## config.mk

```make
export PLATFORM = sky130hd
export DESIGN_NAME = aidc_lite_comp_arb
export DESIGN_NICKNAME = d
export VERILOG_FILES = /design/src/rtl/aidc_lite_comp_arb.sv
export SDC_FILE = /design/constraint.sdc
export NUM_CORES = 1
export LEC_CHECK = 0
export BUFFER_PORTS_ARGS = -buffer_cell sky130_fd_sc_hd__buf_4
export CORE_AREA = 2 2 132 134
export CTS_CLUSTER_DIAMETER = 150
export DETAILED_ROUTE_END_ITERATION = 6
export DIE_AREA = 0 0 134 136
export PLACE_DENSITY = 0.69
export SKIP_LAST_GASP = 1
export SLEW_MARGIN = 30
export SYNTH_ARGS = -nofsm -noshare
export SYNTH_HDL_FRONTEND = slang
export SYNTH_SLANG_ARGS = --single-unit
```

## constraint.sdc

```tcl
create_clock -name clk -period 12.49 [get_ports clk]
set_input_delay 0 -clock clk [delete_from_list [all_inputs] [get_ports clk]]
set_output_delay 0 -clock clk [all_outputs]
set_load 0.05 [all_outputs]
```

## src/rtl/aidc_lite_comp_arb.sv

```systemverilog
// aidc_lite_comp_arb: collects done/fail/length from NUM_COMP compressor
// engines, selects a winner (auto-smallest, forced, or raw bypass) with a
// WAIT timeout, then streams the winning buffer over a valid/ready port.
module aidc_lite_comp_arb #(
  parameter  int NUM_COMP = 3,
  parameter  int DATA_W   = 64,
  parameter  int ADDR_W   = 3,
  parameter  int TIMEOUT  = 255,
  localparam int LEN_W    = ADDR_W + 1,
  localparam int SEL_W    = $clog2(NUM_COMP + 1)
) (
  input  logic                       clk,
  input  logic                       rst,
  input  logic                       start_i,
  input  logic [1:0]                 mode_i,
  input  logic [SEL_W-1:0]           force_sel_i,
  input  logic [LEN_W-1:0]           raw_len_i,
  input  logic [NUM_COMP-1:0]        done_i,
  input  logic [NUM_COMP-1:0]        fail_i,
  input  logic [NUM_COMP*LEN_W-1:0]  len_i,
  output logic [ADDR_W-1:0]          buf_raddr_o,
  input  logic [NUM_COMP*DATA_W-1:0] rdata_i,
  output logic                       out_valid_o,
  input  logic                       out_ready_i,
  output logic [DATA_W-1:0]          out_data_o,
  output logic                       out_last_o,
  output logic [SEL_W-1:0]           sel_o,
  output logic [LEN_W-1:0]           sel_len_o,
  output logic                       timeout_o,
  output logic                       done_o
);

  typedef enum logic [2:0] {
    IDLE  = 3'd0,
    WAIT  = 3'd1,
    PICK  = 3'd2,
    RADDR = 3'd3,
    RDATA = 3'd4,
    OUT   = 3'd5,
    FIN   = 3'd6
  } state_t;

  state_t                         state;
  state_t                         state_next;

  logic [1:0]                     mode;
  logic [SEL_W-1:0]               force_sel;
  logic [LEN_W-1:0]               raw_len;
  logic [NUM_COMP-1:0]            done_q;
  logic [NUM_COMP-1:0]            fail_q;
  logic [NUM_COMP-1:0][LEN_W-1:0] len_q;
  logic [15:0]                    timer;

  logic                           all_done;
  logic                           expire;
  logic                           is_last;
  logic [NUM_COMP-1:0]            cand;
  logic                           found;
  logic                           take;
  logic [SEL_W-1:0]               best;
  logic [LEN_W-1:0]               best_len;
  logic [SEL_W-1:0]               pick_sel;
  logic [LEN_W-1:0]               pick_len;
  logic [DATA_W-1:0]              sel_data;

  // Engines count as done if already latched or reporting done this cycle.
  assign all_done = &(done_q | done_i);
  assign expire   = (timer == 16'(TIMEOUT - 1));
  assign is_last  = ({1'b0, buf_raddr_o} == (sel_len_o - LEN_W'(1)));

  // Winner selection: strict less-than keeps the lowest index on equal length.
  always_comb begin
    cand     = {NUM_COMP{1'b0}};
    found    = 1'b0;
    take     = 1'b0;
    best     = {SEL_W{1'b0}};
    best_len = {LEN_W{1'b0}};
    for (int k = 0; k < NUM_COMP; k++) begin
      cand[k] = done_q[k] & ~fail_q[k] & (len_q[k] != {LEN_W{1'b0}}) & (len_q[k] < raw_len);
      case (mode)
        2'd0:    take = cand[k] & (~found | (len_q[k] < best_len));
        2'd1:    take = cand[k] & (force_sel == SEL_W'(k));
        default: take = 1'b0;
      endcase
      best     = take ? SEL_W'(k) : best;
      best_len = take ? len_q[k] : best_len;
      found    = found | take;
    end
    pick_sel = found ? best : SEL_W'(NUM_COMP);
    pick_len = found ? best_len : raw_len;
  end

  // Read-data mux for the selected engine's buffer.
  always_comb begin
    sel_data = {DATA_W{1'b0}};
    for (int k = 0; k < NUM_COMP; k++) begin
      sel_data = (sel_o == SEL_W'(k)) ? rdata_i[k*DATA_W +: DATA_W] : sel_data;
    end
  end

  // State register.
  always_ff @(posedge clk) begin
    if (rst) begin
      state <= IDLE;
    end else begin
      state <= state_next;
    end
  end

  // Next-state logic.
  always_comb begin
    state_next = state;
    case (state)
      IDLE:    state_next = start_i ? WAIT : IDLE;
      WAIT:    state_next = (all_done || expire) ? PICK : WAIT;
      PICK:    state_next = found ? RADDR : FIN;
      RADDR:   state_next = RDATA;
      RDATA:   state_next = OUT;
      OUT: begin
        if (out_ready_i) begin
          state_next = is_last ? FIN : RADDR;
        end else begin
          state_next = OUT;
        end
      end
      FIN:     state_next = IDLE;
      default: state_next = IDLE;
    endcase
  end

  // Block context, engine result latches, timer, and registered outputs.
  always_ff @(posedge clk) begin
    if (rst) begin
      mode        <= 2'd0;
      force_sel   <= {SEL_W{1'b0}};
      raw_len     <= {LEN_W{1'b0}};
      done_q      <= {NUM_COMP{1'b0}};
      fail_q      <= {NUM_COMP{1'b0}};
      len_q       <= {(NUM_COMP*LEN_W){1'b0}};
      timer       <= 16'd0;
      buf_raddr_o <= {ADDR_W{1'b0}};
      out_valid_o <= 1'b0;
      out_data_o  <= {DATA_W{1'b0}};
      out_last_o  <= 1'b0;
      sel_o       <= {SEL_W{1'b0}};
      sel_len_o   <= {LEN_W{1'b0}};
      timeout_o   <= 1'b0;
      done_o      <= 1'b0;
    end else begin
      done_o <= (state == FIN);
      case (state)
        IDLE: begin
          if (start_i) begin
            mode      <= mode_i;
            force_sel <= force_sel_i;
            raw_len   <= raw_len_i;
            done_q    <= {NUM_COMP{1'b0}};
            fail_q    <= {NUM_COMP{1'b0}};
            len_q     <= {(NUM_COMP*LEN_W){1'b0}};
            timer     <= 16'd0;
            timeout_o <= 1'b0;
          end
        end
        WAIT: begin
          for (int k = 0; k < NUM_COMP; k++) begin
            if (done_i[k] && !done_q[k]) begin
              done_q[k] <= 1'b1;
              fail_q[k] <= fail_i[k];
              len_q[k]  <= len_i[k*LEN_W +: LEN_W];
            end
          end
          if (timer != 16'hFFFF) begin
            timer <= timer + 16'd1;
          end
          if (expire && !all_done) begin
            timeout_o <= 1'b1;
          end
        end
        PICK: begin
          sel_o       <= pick_sel;
          sel_len_o   <= pick_len;
          buf_raddr_o <= {ADDR_W{1'b0}};
        end
        RDATA: begin
          out_data_o  <= sel_data;
          out_valid_o <= 1'b1;
          out_last_o  <= is_last;
        end
        OUT: begin
          if (out_ready_i) begin
            out_valid_o <= 1'b0;
            out_last_o  <= 1'b0;
            if (!is_last) begin
              buf_raddr_o <= buf_raddr_o + ADDR_W'(1);
            end
          end
        end
        default: begin
        end
      endcase
    end
  end

endmodule

```

; Yosys cells after proc, flatten, opt, wreduce, memory -nomap -nowiden
; Cells that the tools add are included.
[word_totals]
reg_bits = 122
[classes]
add_sub_neg = 3
n_lt_le_gt_ge = 5
n_eq_ne = 22
n_mux = 45
bitwise_logic = 24
reduce_logical = 28
[ops]
columns = cell, count
row1 = 2-to-1 mux 64 bit, 3
row2 = 2-to-1 mux 16 bit, 2
row3 = case mux 16 bit (2 select lines), 1
row4 = 2-to-1 mux 4 bit, 7
row5 = case mux 12 bit (2 select lines), 1
row6 = AND reduction 3 bit, 7
row7 = < comparator 4 bit, 5
row8 = 2-to-1 mux 3 bit, 6
row9 = case mux 3 bit (2 select lines), 3
row10 = case mux 3 bit (6 select lines), 1
row11 = "adder 16 x 1 -> 16 bit, second input constant", 1
row12 = "equality test 16 x 8 -> 1 bit, second input constant", 1
row13 = "!= test 16 bit, second input constant", 1
row14 = "!= test 2 bit, second input constant", 8
row15 = bitwise AND 1 bit, 14
row16 = 2-to-1 mux 12 bit, 1
row17 = case mux 1 bit (2 select lines), 6
row18 = nonzero test 4 bit, 3
row19 = 2-to-1 mux 1 bit, 11
row20 = "equality test 3 bit, second input constant", 3
row21 = "equality test 2 x 1 -> 1 bit, second input constant", 3
row22 = "equality test 3 x 2 -> 1 bit, second input constant", 2
row23 = zero test 2 bit, 3
row24 = 2-to-1 mux 2 bit, 3
row25 = other kinds (14), 31

; Longest topological paths before layout
[depth]
word_depth = 19
depth_mapped = 18
mapped_depth_nobuf = 18

; Worst setup path after synthesis
; OpenSTA, ideal clock, no wires.
[synth_timing]
path_kind = reg-to-reg
start = register raw_len[3]
end = register sel_len_o[0]
arrival_ps = 4095
required_time_ps = 12356
slack_ps = 8260
path_stages_with_launch = 19
path_buffers = 0
synth_period_minus_slack_ps = 4230
cell_sequence = dfxtp_1 > inv_1 > ha_1 > nor4b_1 > nand2_1 > a31oi_1 > nand3_1 > ha_1 > o21a_1 > nor2_1 > or4_4 > o21ai_2 > mux2_2 > ha_1 > a21oi_1 > nand2_1 > a311o_2 > a2111oi_1 > a211oi_1
[synth_via]
elab_chain_len = 16
word_cells_on_any_way = 26
cone_classes = order compare: 5 / mux: 7 / bitwise: 14
[synth_lines]
columns = element, line_no
row1 = start: declaration, 48  ; logic [LEN_W-1:0] raw_len;
row2 = start signal: assignment, 136  ; raw_len <= {LEN_W{1'b0}};
row3 = start signal: assignment, 156  ; raw_len <= raw_len_i;
row4 = < comparator 4 bit, 79  ; cand[k] = done_q[k] & ~fail_q[k] & (len_q[k] != {LEN_W{1'b0}}) & (len_q[k] < raw_len);
row5 = bitwise AND 1 bit, 79
row6 = bitwise AND 1 bit, 82  ; 2'd1: take = cand[k] & (force_sel == SEL_W'(k));
row7 = case mux 1 bit (2 select lines), 80  ; case (mode)
row8 = 2-to-1 mux 4 bit, 86  ; best_len = take ? len_q[k] : best_len;
row9 = < comparator 4 bit, 81  ; 2'd0: take = cand[k] & (~found | (len_q[k] < best_len));
row10 = OR 1 bit, 81
row11 = bitwise AND 1 bit, 81
row12 = case mux 1 bit (2 select lines), 80
row13 = 2-to-1 mux 4 bit or OR 1 bit (tied branches), "86, 87"
row14 = < comparator 4 bit or inverter 1 bit (tied branches), 81
row15 = OR 1 bit, 81
row16 = bitwise AND 1 bit, 81
row17 = case mux 1 bit (2 select lines), 80
row18 = 2-to-1 mux 4 bit or OR 1 bit (tied branches), "86, 87"
row19 = 2-to-1 mux 4 bit *, 90  ; pick_len = found ? best_len : raw_len;
row20 = end signal: assignment, 146  ; sel_len_o <= {LEN_W{1'b0}};
row21 = end signal: assignment, 181  ; sel_len_o <= pick_len;
row22 = end: declaration, 28  ; output logic [LEN_W-1:0] sel_len_o,
; Mark *: on every way between the ends. The rest lies on a longest branch, timed or not.
; A chain may end at the register's enable or synchronous reset.

; Worst setup path in the final report
; Same ends and word-level chain as after synthesis.

==> impl_metrics.sql <==
INSERT INTO impl_metrics (metric_group, metric, value, unit) VALUES
('run_status', 'status', 'finished clean', ''),
('cts', 'clkLatencyLatePin', '420', 'ps'),
('logic_synthesis', 'yosysMostFrequentCell', 'sky130_fd_sc_hd__nor2_1', ''),
('global_route', 'globalRouteOverflowTotal', '0', ''),
('place', 'place_area', '0.008962', 'mm²'),
('sta', 'worst_pin_slew', '770.3', 'ps'),
('cells_and_area', 'postLayoutCoreUtil', '62.54', '%'),
('power_and_ir_drop', 'net_switching', '0.0003327', 'W'),
('cts', 'cts.root.buffer_cell', 'sky130_fd_sc_hd__clkbuf_16', ''),
('logic_synthesis', 'synth_enable_flop_cells', '0', ''),
('power_and_ir_drop', 'power_density', '113.1', 'mW/mm²'),
('floorplan', 'top_level_ports', '299', ''),
('power_and_ir_drop', 'p_int', '0.0008612', 'W'),
('cts', 'h-tree-depth', '4', ''),
('worst_setup_path', 'cp-end-kind', 'register', ''),
('sta', 'hold_viol', '0', ''),
('sta', 'fin_tns_setup', '0', 'ps'),
('global_route', 'grt_antenna_before_repair', '3', ''),
('logic_synthesis', 'synthesis.area', '0.006596', 'mm²'),
('logic_synthesis', 'asyncSetResetFlopFracSynth', '0', '%'),
('logic_synthesis', 'synthTopCellsByArea', 'sky130_fd_sc_hd__dfxtp_1 37%, sky130_fd_sc_hd__mux2i_1 10%, sky130_fd_sc_hd__nor2_1 9.1%', ''),
('sta', 'layout_skew', '7.584', 'ps'),
('power_and_ir_drop', 'sequentialPowerShare', '35.7', '%'),
('power_and_ir_drop', 'power_frac_comb', '21.3', '%'),
('power_and_ir_drop', 'post-layout-total-power', '0.001194', 'W'),
('worst_setup_path', 'worstSetupStartpointType', 'register', ''),
('cts', 'tritoncts', 'yes', ''),
('worst_setup_path', 'path_class', 'reg2reg', ''),
('power_and_ir_drop', 'netSwitchingFraction', '27.86', '%'),
('logic_synthesis', 'synth.yosys.warnings', '0', ''),
('route', 'drt_first_iter_violations', '465', ''),
('logic_synthesis', 'post-synth-top-area-fraction', '37.03', '%'),
('place', 'place.gp.congestion', '0.8555', ''),
('floorplan', 'row_count', '48', ''),
('job', 'cap_viol_max_count', '0', ''),
('power_and_ir_drop', 'peak_supply_drop', '0.1001', 'mV'),
('worst_setup_path', 'crit_arrival', '5080', 'ps'),
('cts', 'cts.sinks', '122', ''),
('global_route', 'grt_use_total', '25.50', '%'),
('power_and_ir_drop', 'static-leakage-power', '4.262', 'nW'),
('logic_synthesis', 'postSynthCellCount', '820', ''),
('route', 'detail_route.first_pass.iterations', '5', ''),
('route', 'drt-vias-per-instance', '5.246', ''),
('sta', 'layout_worst_path_cycle_share', '38.36', '%'),
('logic_synthesis', 'mappedNetlistNets', '1061', ''),
('cts', 'cts-buffers-inserted', '17', ''),
('sta', 'final_max_slew_viol_count', '0', ''),
('sta', 'fin_hold_ws', '12.08', 'ps'),
('logic_synthesis', 'synth_seq_area_share', '37.03', '%'),
('logic_synthesis', 'synth_cell_types', '60', ''),
('cts', 'path_clk_slew', '60', 'ps'),
('logic_synthesis', 'postSynthAreaPerCell', '8.044', 'µm²'),
('route', 'drtAntennaViolNets', '0', ''),
('floorplan', 'fp.coreArea', '0.01688', 'mm²'),
('logic_synthesis', 'dominantRegCellSynth', 'sky130_fd_sc_hd__dfxtp_1', ''),
('sta', 'timing.max_slew.rel_slack', '48.65', '%'),
('floorplan', 'die_area', '0.01822', 'mm²'),
('worst_setup_path', 'critPathMaxFanout', '6', ''),
('floorplan', 'fp.dieH', '136', 'µm'),
('power_and_ir_drop', 'power.share.clock', '43.0', '%'),
('cells_and_area', 'fraction_of_final_layout_cells_with_drive_strength_greater_than_1', '29.71', '%'),
('sta', 'rsz0062_at_grt', 'no', ''),
('sta', 'final_period_minus_worst_setup_slack', '4791', 'ps'),
('place', 'dpl.hpwl', '16910', 'µm'),
('cells_and_area', 'area_delta_synth_final', '60.00', '%'),
('logic_synthesis', 'synth_largest_area_cell', 'sky130_fd_sc_hd__dfxtp_1', ''),
('logic_synthesis', 'ys_ff_latch', '122', ''),
('floorplan', 'initial_utilization', '39.09', '%'),
('route', 'detail_route.wl_per_cell', '16.93', 'µm'),
('worst_setup_path', 'required', '12780', 'ps'),
('sta', 'setup_violations', '0', '');
[flip-flops by register name, summed over array words and instances, names as in the netlist, 2 cells and up]
register	flops
out_data_o	64
timer	16
len_q	12
raw_len	4
sel_len_o	4
buf_raddr_o	3
done_q	3
fail_q	3
state	3
force_sel	2
mode	2
sel_o	2
[cells in the final DEF (no fill, tap or decap), drive strengths merged, types with 3 or more instances in the layout]
| cell | instances |
|---|---|
| o21ai | 12 |
| and3 | 4 |
| nand4 | 4 |
| nor3b | 4 |
| mux2i | 66 |
| or3 | 6 |
| nor4 | 4 |
| buf | 305 |
| nor3 | 70 |
| xor2 | 6 |
| a21o | 4 |
| nor2 | 160 |
| bufinv | 4 |
| mux2 | 3 |
| dlygate4sd3 | 96 |
| nand3 | 26 |
| a2111oi | 3 |
| and2 | 3 |
| nor4b | 4 |
| clkinv | 5 |
| o311a | 4 |
| dfxtp | 122 |
| nand2 | 52 |
| a211oi | 76 |
| xnor2 | 8 |
| o31ai | 3 |
| nand3b | 6 |
| a21oi | 41 |
| clkbuf | 21 |
| ha | 19 |
| diode | 3 |
| inv | 19 |
| nand2b | 6 |
[repair_timing]
action | CTS | global route
resized for setup | 0 | 0
endpoints found under the hold margin | 89 | 0
setup buffers | 0 | 0
hold buffers | 96 | 0
[stage by stage]
step | setup slack [ps] | std cells
finish | 7699 | 1423
global route | 7389 | 1420
CTS | 7704 | 1419
detailed placement | 7756 | 1291
global placement | 7855 | 1290
floorplan | 8260 | 820
[area by class of cell]
class / count / area (µm²) / share of cell area (%)
multi-input cells: 621 / 3867 / 36.64
repair buffers: 401 / 3267 / 30.95
flip-flops and latches: 122 / 2447 / 23.19
clock buffers: 21 / 440.4 / 4.173
well taps: 225 / 281.5 / 2.667
clock inverters: 11 / 171.4 / 1.624
inverters: 19 / 71.32 / 0.6758
diodes: 3 / 7.507 / 0.07113
[final timing paths]
| kind | from | end | slack, ps | depth (start not counted) |
|---|---|---|---|---|
| setup reg to reg | raw_len[3]$_SDFFE_PP0P_ | sel_len_o[0]$_SDFFE_PP0P_ | 7700 | 18 |
| hold / removal | rdata_i[38] | out_data_o[38]$_SDFFE_PP0P_ | 10 | 5 |
| setup / recovery | raw_len[3]$_SDFFE_PP0P_ | sel_len_o[0]$_SDFFE_PP0P_ | 7700 | 18 |
| hold reg to reg | raw_len[2]$_SDFFE_PP0P_ | raw_len[2]$_SDFFE_PP0P_ | 460 | 2 |
[critical path, stage by stage, from the launching register on]
cell and delay (ps):
sky130_fd_sc_hd__dfxtp_1 320, sky130_fd_sc_hd__inv_1 110, sky130_fd_sc_hd__ha_1 230, sky130_fd_sc_hd__nor4b_1 230, sky130_fd_sc_hd__nand2_1 100, sky130_fd_sc_hd__a31oi_1 310, sky130_fd_sc_hd__nand3_1 180, sky130_fd_sc_hd__ha_1 320
sky130_fd_sc_hd__o21a_1 120, sky130_fd_sc_hd__nor2_1 40, sky130_fd_sc_hd__or4_4 460, sky130_fd_sc_hd__o21ai_2 260, sky130_fd_sc_hd__mux2_2 390, sky130_fd_sc_hd__ha_1 300, sky130_fd_sc_hd__a21oi_1 210, sky130_fd_sc_hd__nand2_1 90
sky130_fd_sc_hd__a311o_2 450, sky130_fd_sc_hd__a2111oi_1 450, sky130_fd_sc_hd__a211oi_1 90
[power groups by stage]
stage	clock network [W]	registers, W	logic (W)
after floorplan	0	0.000465	0.0000974
after global placement	0	0.000436	0.000224
after detailed placement	0	0.000435	0.000227
after CTS	0.000524	0.000426	0.000252
after global routing	0.000545	0.000429	0.000274
final	0.000513	0.000426	0.000254
[cells by family (layout without fill, tap and decap cells)]
| family | after synthesis | count (layout) | synth area share [%] |
|---|---|---|---|
| multiplexers | 69 | 69 | 10.53 |
| buffers and inverters | 77 | 452 | 4.571 |
| flip-flops | 122 | 122 | 37.03 |
| AO/OA/AOI/OAI | 161 | 161 | 17.60 |
| AND/OR/NAND/NOR | 358 | 358 | 24.81 |
| XOR/XNOR | 14 | 14 | 1.859 |
| adder cells (fa/ha/maj) | 19 | 19 | 3.604 |
| other | 0 | 3 | 0 |
[metal layers]
layer	vias up	GRT usage (%)	routed length, µm
met5	-	0	11
met4	2	11.17	706
met3	51	6.376	1649
met2	238	42.45	11850
met1	3510	31.29	9871
li1	3664	-	-
(Power assumes the default switching activity.)
